## config.mk

```make
export PLATFORM = sky130hd
export DESIGN_NAME = vc_arbiter_ctrl
export DESIGN_NICKNAME = d
export VERILOG_FILES = /design/src/rtl/vc_arbiter_ctrl.sv
export SDC_FILE = /design/constraint.sdc
export NUM_CORES = 1
export LEC_CHECK = 0
export BUFFER_PORTS_ARGS = -buffer_cell sky130_fd_sc_hd__buf_2
export CAP_MARGIN = 20
export CORE_MARGIN = 2
export CORE_UTILIZATION = 47
export CTS_BUF_LIST = sky130_fd_sc_hd__clkbuf_8
export DETAILED_ROUTE_END_ITERATION = 7
export HOLD_SLACK_MARGIN = 0.15
export PLACE_DENSITY = 0.82
export REMOVE_ABC_BUFFERS = 1
export SLEW_MARGIN = 15
export SYNTH_ARGS = -nofsm -noshare
export SYNTH_HDL_FRONTEND = slang
export SYNTH_SLANG_ARGS = --single-unit
export TNS_END_PERCENT = 10
```

## constraint.sdc

```tcl
create_clock -name clk -period 1.31 [get_ports clk]
set_input_delay 0.3275 -clock clk [delete_from_list [all_inputs] [get_ports clk]]
set_output_delay 0.3275 -clock clk [all_outputs]
set_load 0.05 [all_outputs]
```

## src/rtl/vc_arbiter_ctrl.sv

```systemverilog
// Round-robin arbiter draining VC0/VC1 into D0/D1 with threshold configuration,
// destination routing by header bit and back-pressure from the destination FIFOs.
module vc_arbiter_ctrl #(
    parameter int unsigned data_width   = 6,
    parameter int unsigned umbral_width = 4,
    parameter int unsigned dest_bit     = 4
) (
    input  logic                    clk,
    input  logic                    reset,
    input  logic                    init,
    input  logic [umbral_width-1:0] Umbral_VC0_in,
    input  logic [umbral_width-1:0] Umbral_VC1_in,
    input  logic [umbral_width-1:0] Umbral_D0_in,
    input  logic [umbral_width-1:0] Umbral_D1_in,
    input  logic                    empty_fifo_VC0,
    input  logic                    empty_fifo_VC1,
    input  logic [data_width-1:0]   data_out_VC0,
    input  logic [data_width-1:0]   data_out_VC1,
    input  logic                    almost_full_D0,
    input  logic                    full_D0,
    input  logic                    almost_full_D1,
    input  logic                    full_D1,
    output logic                    pop_VC0_fifo,
    output logic                    pop_VC1_fifo,
    output logic                    push_D0,
    output logic                    push_D1,
    output logic [data_width-1:0]   data_out,
    output logic [umbral_width-1:0] Umbral_VC0,
    output logic [umbral_width-1:0] Umbral_VC1,
    output logic [umbral_width-1:0] Umbral_D0,
    output logic [umbral_width-1:0] Umbral_D1,
    output logic [2:0]              state,
    output logic                    active_out,
    output logic                    idle_out
);

    typedef enum logic [2:0] {
        ST_RESET  = 3'd0,
        ST_INIT   = 3'd1,
        ST_IDLE   = 3'd2,
        ST_ACTIVE = 3'd3
    } state_t;

    state_t                  r_state;
    logic                    r_active;
    logic                    r_idle;
    logic [umbral_width-1:0] r_umb_vc0;
    logic [umbral_width-1:0] r_umb_vc1;
    logic [umbral_width-1:0] r_umb_d0;
    logic [umbral_width-1:0] r_umb_d1;
    logic                    r_last_vc1;
    logic                    r_s1_vld;
    logic                    r_s1_src;
    logic                    r_push_d0;
    logic                    r_push_d1;
    logic [data_width-1:0]   r_data;

    logic                    w_pause;
    logic                    w_arb_en;
    logic                    w_req0;
    logic                    w_req1;
    logic                    w_grant0;
    logic                    w_grant1;
    logic                    w_pipe_empty;
    logic [data_width-1:0]   w_rd_data;

    // Grant the requester that did not win last when both VCs have data
    assign w_pause      = almost_full_D0 | full_D0 | almost_full_D1 | full_D1;
    assign w_arb_en     = (r_state == ST_ACTIVE) & ~init & ~w_pause;
    assign w_req0       = ~empty_fifo_VC0;
    assign w_req1       = ~empty_fifo_VC1;
    assign w_grant0     = w_arb_en & w_req0 & (~w_req1 | r_last_vc1);
    assign w_grant1     = w_arb_en & w_req1 & (~w_req0 | ~r_last_vc1);
    assign w_pipe_empty = ~r_s1_vld & ~r_push_d0 & ~r_push_d1;
    assign w_rd_data    = r_s1_src ? data_out_VC1 : data_out_VC0;

    always_ff @(posedge clk or negedge reset) begin
        if (!reset) begin
            r_state   <= ST_RESET;
            r_active  <= 1'b0;
            r_idle    <= 1'b0;
            r_umb_vc0 <= '0;
            r_umb_vc1 <= '0;
            r_umb_d0  <= '0;
            r_umb_d1  <= '0;
        end else begin
            case (r_state)
                ST_RESET: begin
                    r_state <= ST_INIT;
                end
                ST_INIT: begin
                    r_umb_vc0 <= Umbral_VC0_in;
                    r_umb_vc1 <= Umbral_VC1_in;
                    r_umb_d0  <= Umbral_D0_in;
                    r_umb_d1  <= Umbral_D1_in;
                    if (!init) begin
                        r_state <= ST_IDLE;
                        r_idle  <= 1'b1;
                    end
                end
                ST_IDLE: begin
                    if (init) begin
                        r_state <= ST_INIT;
                        r_idle  <= 1'b0;
                    end else if (w_req0 || w_req1) begin
                        r_state  <= ST_ACTIVE;
                        r_idle   <= 1'b0;
                        r_active <= 1'b1;
                    end
                end
                ST_ACTIVE: begin
                    if (init) begin
                        r_state  <= ST_INIT;
                        r_active <= 1'b0;
                    end else if (!w_req0 && !w_req1 && w_pipe_empty) begin
                        r_state  <= ST_IDLE;
                        r_active <= 1'b0;
                        r_idle   <= 1'b1;
                    end
                end
                default: begin
                    r_state  <= ST_RESET;
                    r_active <= 1'b0;
                    r_idle   <= 1'b0;
                end
            endcase
        end
    end

    // Two-stage read pipeline: pop -> source tag -> routed push
    always_ff @(posedge clk or negedge reset) begin
        if (!reset) begin
            r_last_vc1 <= 1'b1;
            r_s1_vld   <= 1'b0;
            r_s1_src   <= 1'b0;
            r_push_d0  <= 1'b0;
            r_push_d1  <= 1'b0;
            r_data     <= '0;
        end else begin
            r_s1_vld  <= w_grant0 | w_grant1;
            r_s1_src  <= w_grant1;
            r_push_d0 <= r_s1_vld & ~w_rd_data[dest_bit];
            r_push_d1 <= r_s1_vld & w_rd_data[dest_bit];
            if (w_grant0) begin
                r_last_vc1 <= 1'b0;
            end else if (w_grant1) begin
                r_last_vc1 <= 1'b1;
            end
            if (r_s1_vld) begin
                r_data <= w_rd_data;
            end
        end
    end

    assign pop_VC0_fifo = w_grant0;
    assign pop_VC1_fifo = w_grant1;
    assign push_D0      = r_push_d0;
    assign push_D1      = r_push_d1;
    assign data_out     = r_data;
    assign Umbral_VC0   = r_umb_vc0;
    assign Umbral_VC1   = r_umb_vc1;
    assign Umbral_D0    = r_umb_d0;
    assign Umbral_D1    = r_umb_d1;
    assign state        = r_state;
    assign active_out   = r_active;
    assign idle_out     = r_idle;

endmodule

```

Word level (Yosys, flattened, before mapping)

Index checks and enable logic that the tools add are counted.

Bitwise logic cells: 27
Reductions and logical operators: 9
Mux-type cells: 20
Eq/ne operators: 10

Operator list:

| kind                                                                     | count |
|---|---|
| 3-bit 2-to-1 mux                                                         | 5 |
| 3-bit one-hot mux with 4 select lines                                    | 1 |
| 1-bit 2-to-1 mux                                                         | 11 |
| 1-bit NOT                                                                | 11 |
| 1-bit AND                                                                | 10 |
| 2-bit inequality test (second input constant)                            | 4 |
| 3-bit by 2-bit == test with 1-bit output (second input constant)         | 2 |
| 6-bit 2-to-1 mux                                                         | 1 |
| 1-bit bitwise OR                                                         | 6 |
| 5-bit AND reduction                                                      | 1 |
| 1-bit one-hot mux with 4 select lines                                    | 1 |
| 4-bit AND reduction                                                      | 1 |
| 3-bit by 1-bit == test with 1-bit output (second input constant)         | 1 |
| 3-bit logical NOT                                                        | 1 |
| 3-bit by 2-bit inequality test with 1-bit output (second input constant) | 1 |
| 3-bit inequality test (second input constant)                            | 1 |
| 1-bit one-hot mux with 3 select lines                                    | 1 |
| 3-bit AND reduction                                                      | 1 |
| 1-bit logical AND                                                        | 2 |
| 2-bit by 1-bit inequality test with 1-bit output (second input constant) | 1 |
| 2-bit nonzero test                                                       | 1 |
| 2-bit OR reduction                                                       | 1 |
| 1-bit logical OR                                                         | 1 |

Register bits after elaboration: 32
Logic and storage cells: 79
Output and inout bits: 31
Input port bits: 37

Logic depth before layout (Yosys ltp)

Word-level depth: 9
Depth in mapped cells: 4

Worst setup path after synthesis

Ideal clock, no wire load.

Kind: reg2out
From: reg r_state[0] (netlist: state[0])
To: out pop_VC1_fifo
Buffers on the path: 0
Path slack: -1.225 ns
Cell stages (with the launch flop): 4
Arrival time: 2.208 ns
Data required time: 0.983 ns
Cells stage by stage: dfrtp_1 -> and2b_1 -> nand3_1 -> nor3_1

Word-level cells in the longest chain between the ends: 5

Ends and longest elaborated chain:

| item                                     | line | source |
|---|---|---|
| start: declaration                       | 44   | `state_t r_state;` |
| start signal: assignment                 | 79   | `r_state <= ST_RESET;` |
| start signal: assignment                 | 89   | `r_state <= ST_INIT;` |
| start signal: assignment                 | 97   | `r_state <= ST_IDLE;` |
| 3-bit by 2-bit == test with 1-bit output | 69   | `assign w_arb_en = (r_state == ST_ACTIVE) & ~init & ~w_pause;` |
| 1-bit AND (2 in a row)                   | 69   |  |
| 1-bit AND (2 in a row)                   | 73   | `assign w_grant1 = w_arb_en & w_req1 & (~w_req0 \| ~r_last_vc1);` |
| end: declaration                         | 24   | `output logic pop_VC1_fifo,` |

Every way passes these cells.

Worst setup path in the final report

Same ends and word-level chain as after synthesis.

==> impl_metrics.tcl <==
set metrics [dict create \
    holdWs_ns 0.270 \
    gp_congestion 0.912 \
    final_area_sq_um 2010 \
    pin_count 68 \
    hpwl_mm 2.43 \
    portBuffers 66 \
    drt_wl_total_mm 3.34 \
    clockBufferDepth 2 \
    hold_path_class "in -> reg" \
    syn2layout_area_growth_pct 47.0 \
    p_comb_share_pct 35.9 \
    setup_viol 20 \
    cts_sinks 31 \
    finalPower_w 0.00299 \
    yosys-top-cells-area "dfrtp_1 (55%), mux2_4 (11%), mux2_2 (4.9%)" \
    synth_area_per_cell_sq_um 13.0 \
    finalClockSkew_ns 0.00787 \
    final_max_slew_viol_count 0 \
    synthFlopType "dfrtp_1" \
    ys_warn_count 0 \
    coreArea_sq_um 2760 \
    fin_setup_tns_ns -1.09 \
    start_kind "flop" \
    layout_common_cells "buf_2 (61), dfrtp_1 (30), buf_4 (17)" \
    antenna_found_initial 0 \
    vdd_ir_drop_max_mv 1.39 \
    cts-buffers-inserted 5 \
    dieArea_sq_um 3350 \
    die_x_microns 57.9 \
    grt_pass1_wl_mm 5.20 \
    fin_crit_sh_pct 122 \
    clk_latency_ns 0.28 \
    netlist_area_sq_um 1370 \
    grtUsageTotal_pct 20.8 \
    power_density_nw_per_um2 1490 \
    start_util_pct 49.5 \
    power_frac_seq_pct 39.6 \
    crit_path_end_kind "output pin" \
    drive_gt1_share_pct 60.2 \
    synth_top_area_cell "dfrtp_1" \
    viasPerCell 5.09 \
    violations "setup timing" \
    internal_power_w 0.00183 \
    ant_nets 0 \
    netlist_instances 105 \
    synth_edf_count 0 \
    final_util_pct 72.8 \
    fin_nets 227 \
    hold_viol 0 \
    grt_start_max_net_pins 19 \
    setup_ws_ns -0.283 \
    switching_share_pct 38.8 \
    status "finished, violations left" \
    synth_top_area_share_pct 54.9 \
    dr.pass1.iters 4 \
    cts_tree "done" \
    period_minus_slack_ns 1.59 \
    rsz0062_at_grt "yes" \
    clk_pin_slew_worst_paths_ns 0.07 \
    critical_path_class "reg -> out" \
    row_count 19 \
    drc_errors 0 \
    final_common_cell "buf_2" \
    cp.arrival_ns 1.27 \
    worst-path-max-fanout 3 \
    grt_pass1_vias 1150 \
    max_freq_mhz 628 \
    synth.distinct_cells 29 \
    synthArstFlopShare_pct 100 \
    first_iter_violations 48 \
    clockRootBuffer "clkbuf_8" \
    ys_ff_latch 31 \
    overflow 0 \
    routedWlPerCell_microns 15.0 \
    critPathRequiredTime_ns 0.98 \
    route.vias.total 1130 \
    die_h_microns 57.9 \
    htreeDepth 2 \
    n_antenna_cell 0 \
    ys_seq_area_share_pct 56.9 \
    max-cap-violations 0 \
    p_sw_w 0.00116 \
    place_area_sq_um 1800 \
    clockPowerShare_pct 24.4 \
    cellLeakagePower_nw 1.01 \
]
Yosys cell counts, types with 2 or more instances:
cell type	count
mux2_2	6
nor3_1	3
nor2_1	10
a41oi_1	2
dfrtp_1	30
nand2_1	6
inv_1	2
buf_2	2
nand4_1	3
nor2b_1	2
mux2i_1	6
mux2_4	10
clkbuf_1	2
a21oi_1	6
kinds of logic after synthesis:
logic type,Yosys count,share of synthesized area [%]
AO/OA/AOI/OAI,12,5.50
flip-flops,31,56.9
AND/OR/NAND/NOR,30,12.4
other,1,0.274
buffers and inverters,9,4.67
multiplexers,22,20.3
worst max-delay path, cell delays in order (launching register included):
cell     delay [ns]
dfrtp_1        0.34
and2b_1        0.16
nand3_2        0.13
nor3_4         0.17
buf_6          0.18
final timing paths:
path | start | endpoint | slack [ns] | cells past startpoint
max reg2reg | state[0]$_DFFE_PN0P_ | Umbral_VC0[0]$_DFFE_PN0P_ | -0.02 | 5
max in group asynchronous | reset | data_out[3]$_DFFE_PN0P_ | 0.31 | 3
max | state[0]$_DFFE_PN0P_ | pop_VC1_fifo | -0.28 | 4
min | Umbral_D1_in[3] | Umbral_D1[3]$_DFFE_PN0P_ | 0.27 | 2
min reg2reg | Umbral_D1[2]$_DFFE_PN0P_ | Umbral_D1[2]$_DFFE_PN0P_ | 0.51 | 1
min in group asynchronous | reset | idle_out$_DFFE_PN0P_ | 0.46 | 2
power groups by stage:
stage	clock (W)	combinational [W]	sequential [W]
floorplan	0	0.000232	0.00167
global placement	0	0.000995	0.00118
detailed placement	0	0.00102	0.00119
CTS	0.000749	0.00106	0.00118
global route	0.000789	0.00112	0.00120
finish	0.000732	0.00108	0.00119
routing by layer:
layer | share of wire, % | vias up | routed length, microns | global-route usage (%)
li1 | - | 535 | - | -
met1 | 39 | 532 | 1320 | 25.8
met2 | 52 | 57 | 1730 | 34.9
met3 | 7.5 | 6 | 250 | 5.13
met4 | 1.3 | 0 | 42 | 8.64
met5 | 0 | - | 0 | 0
stage by stage:
stage | worst slack, ns | std cells
after floorplan | -1.26 | 98
after global placement | -0.417 | 209
after detailed placement | -0.448 | 209
after CTS | -0.339 | 221
after global routing | -0.358 | 222
final | -0.283 | 222
state kept, by name, indices dropped and copies added (netlist names):
name        count
active_out      1
r_s1_vld        1
Umbral_VC0      4
Umbral_D0       4
Umbral_VC1      4
push_D1         1
r_last_vc1      1
push_D0         1
data_out        6
Umbral_D1       4
r_s1_src        1
state           2
idle_out        1
cell type report:
cell class              count  area (sq um)
multi-input cells          65           577
clock inverters             3          20.0
flip-flops and latches     31           777
well taps                  31          38.8
fillers                   220           749
inverters                   2          7.51
clock buffers               5          68.8
repair buffers             85           519
what timing repair did:
action	in CTS	in global routing
pin swaps	4	1
hold buffers	1	0
buffers inserted	3	1
resized for setup	17	5
endpoints found under the hold margin	12	0
setup endpoints to repair	4	21
Power figures use the tool's default switching activity.
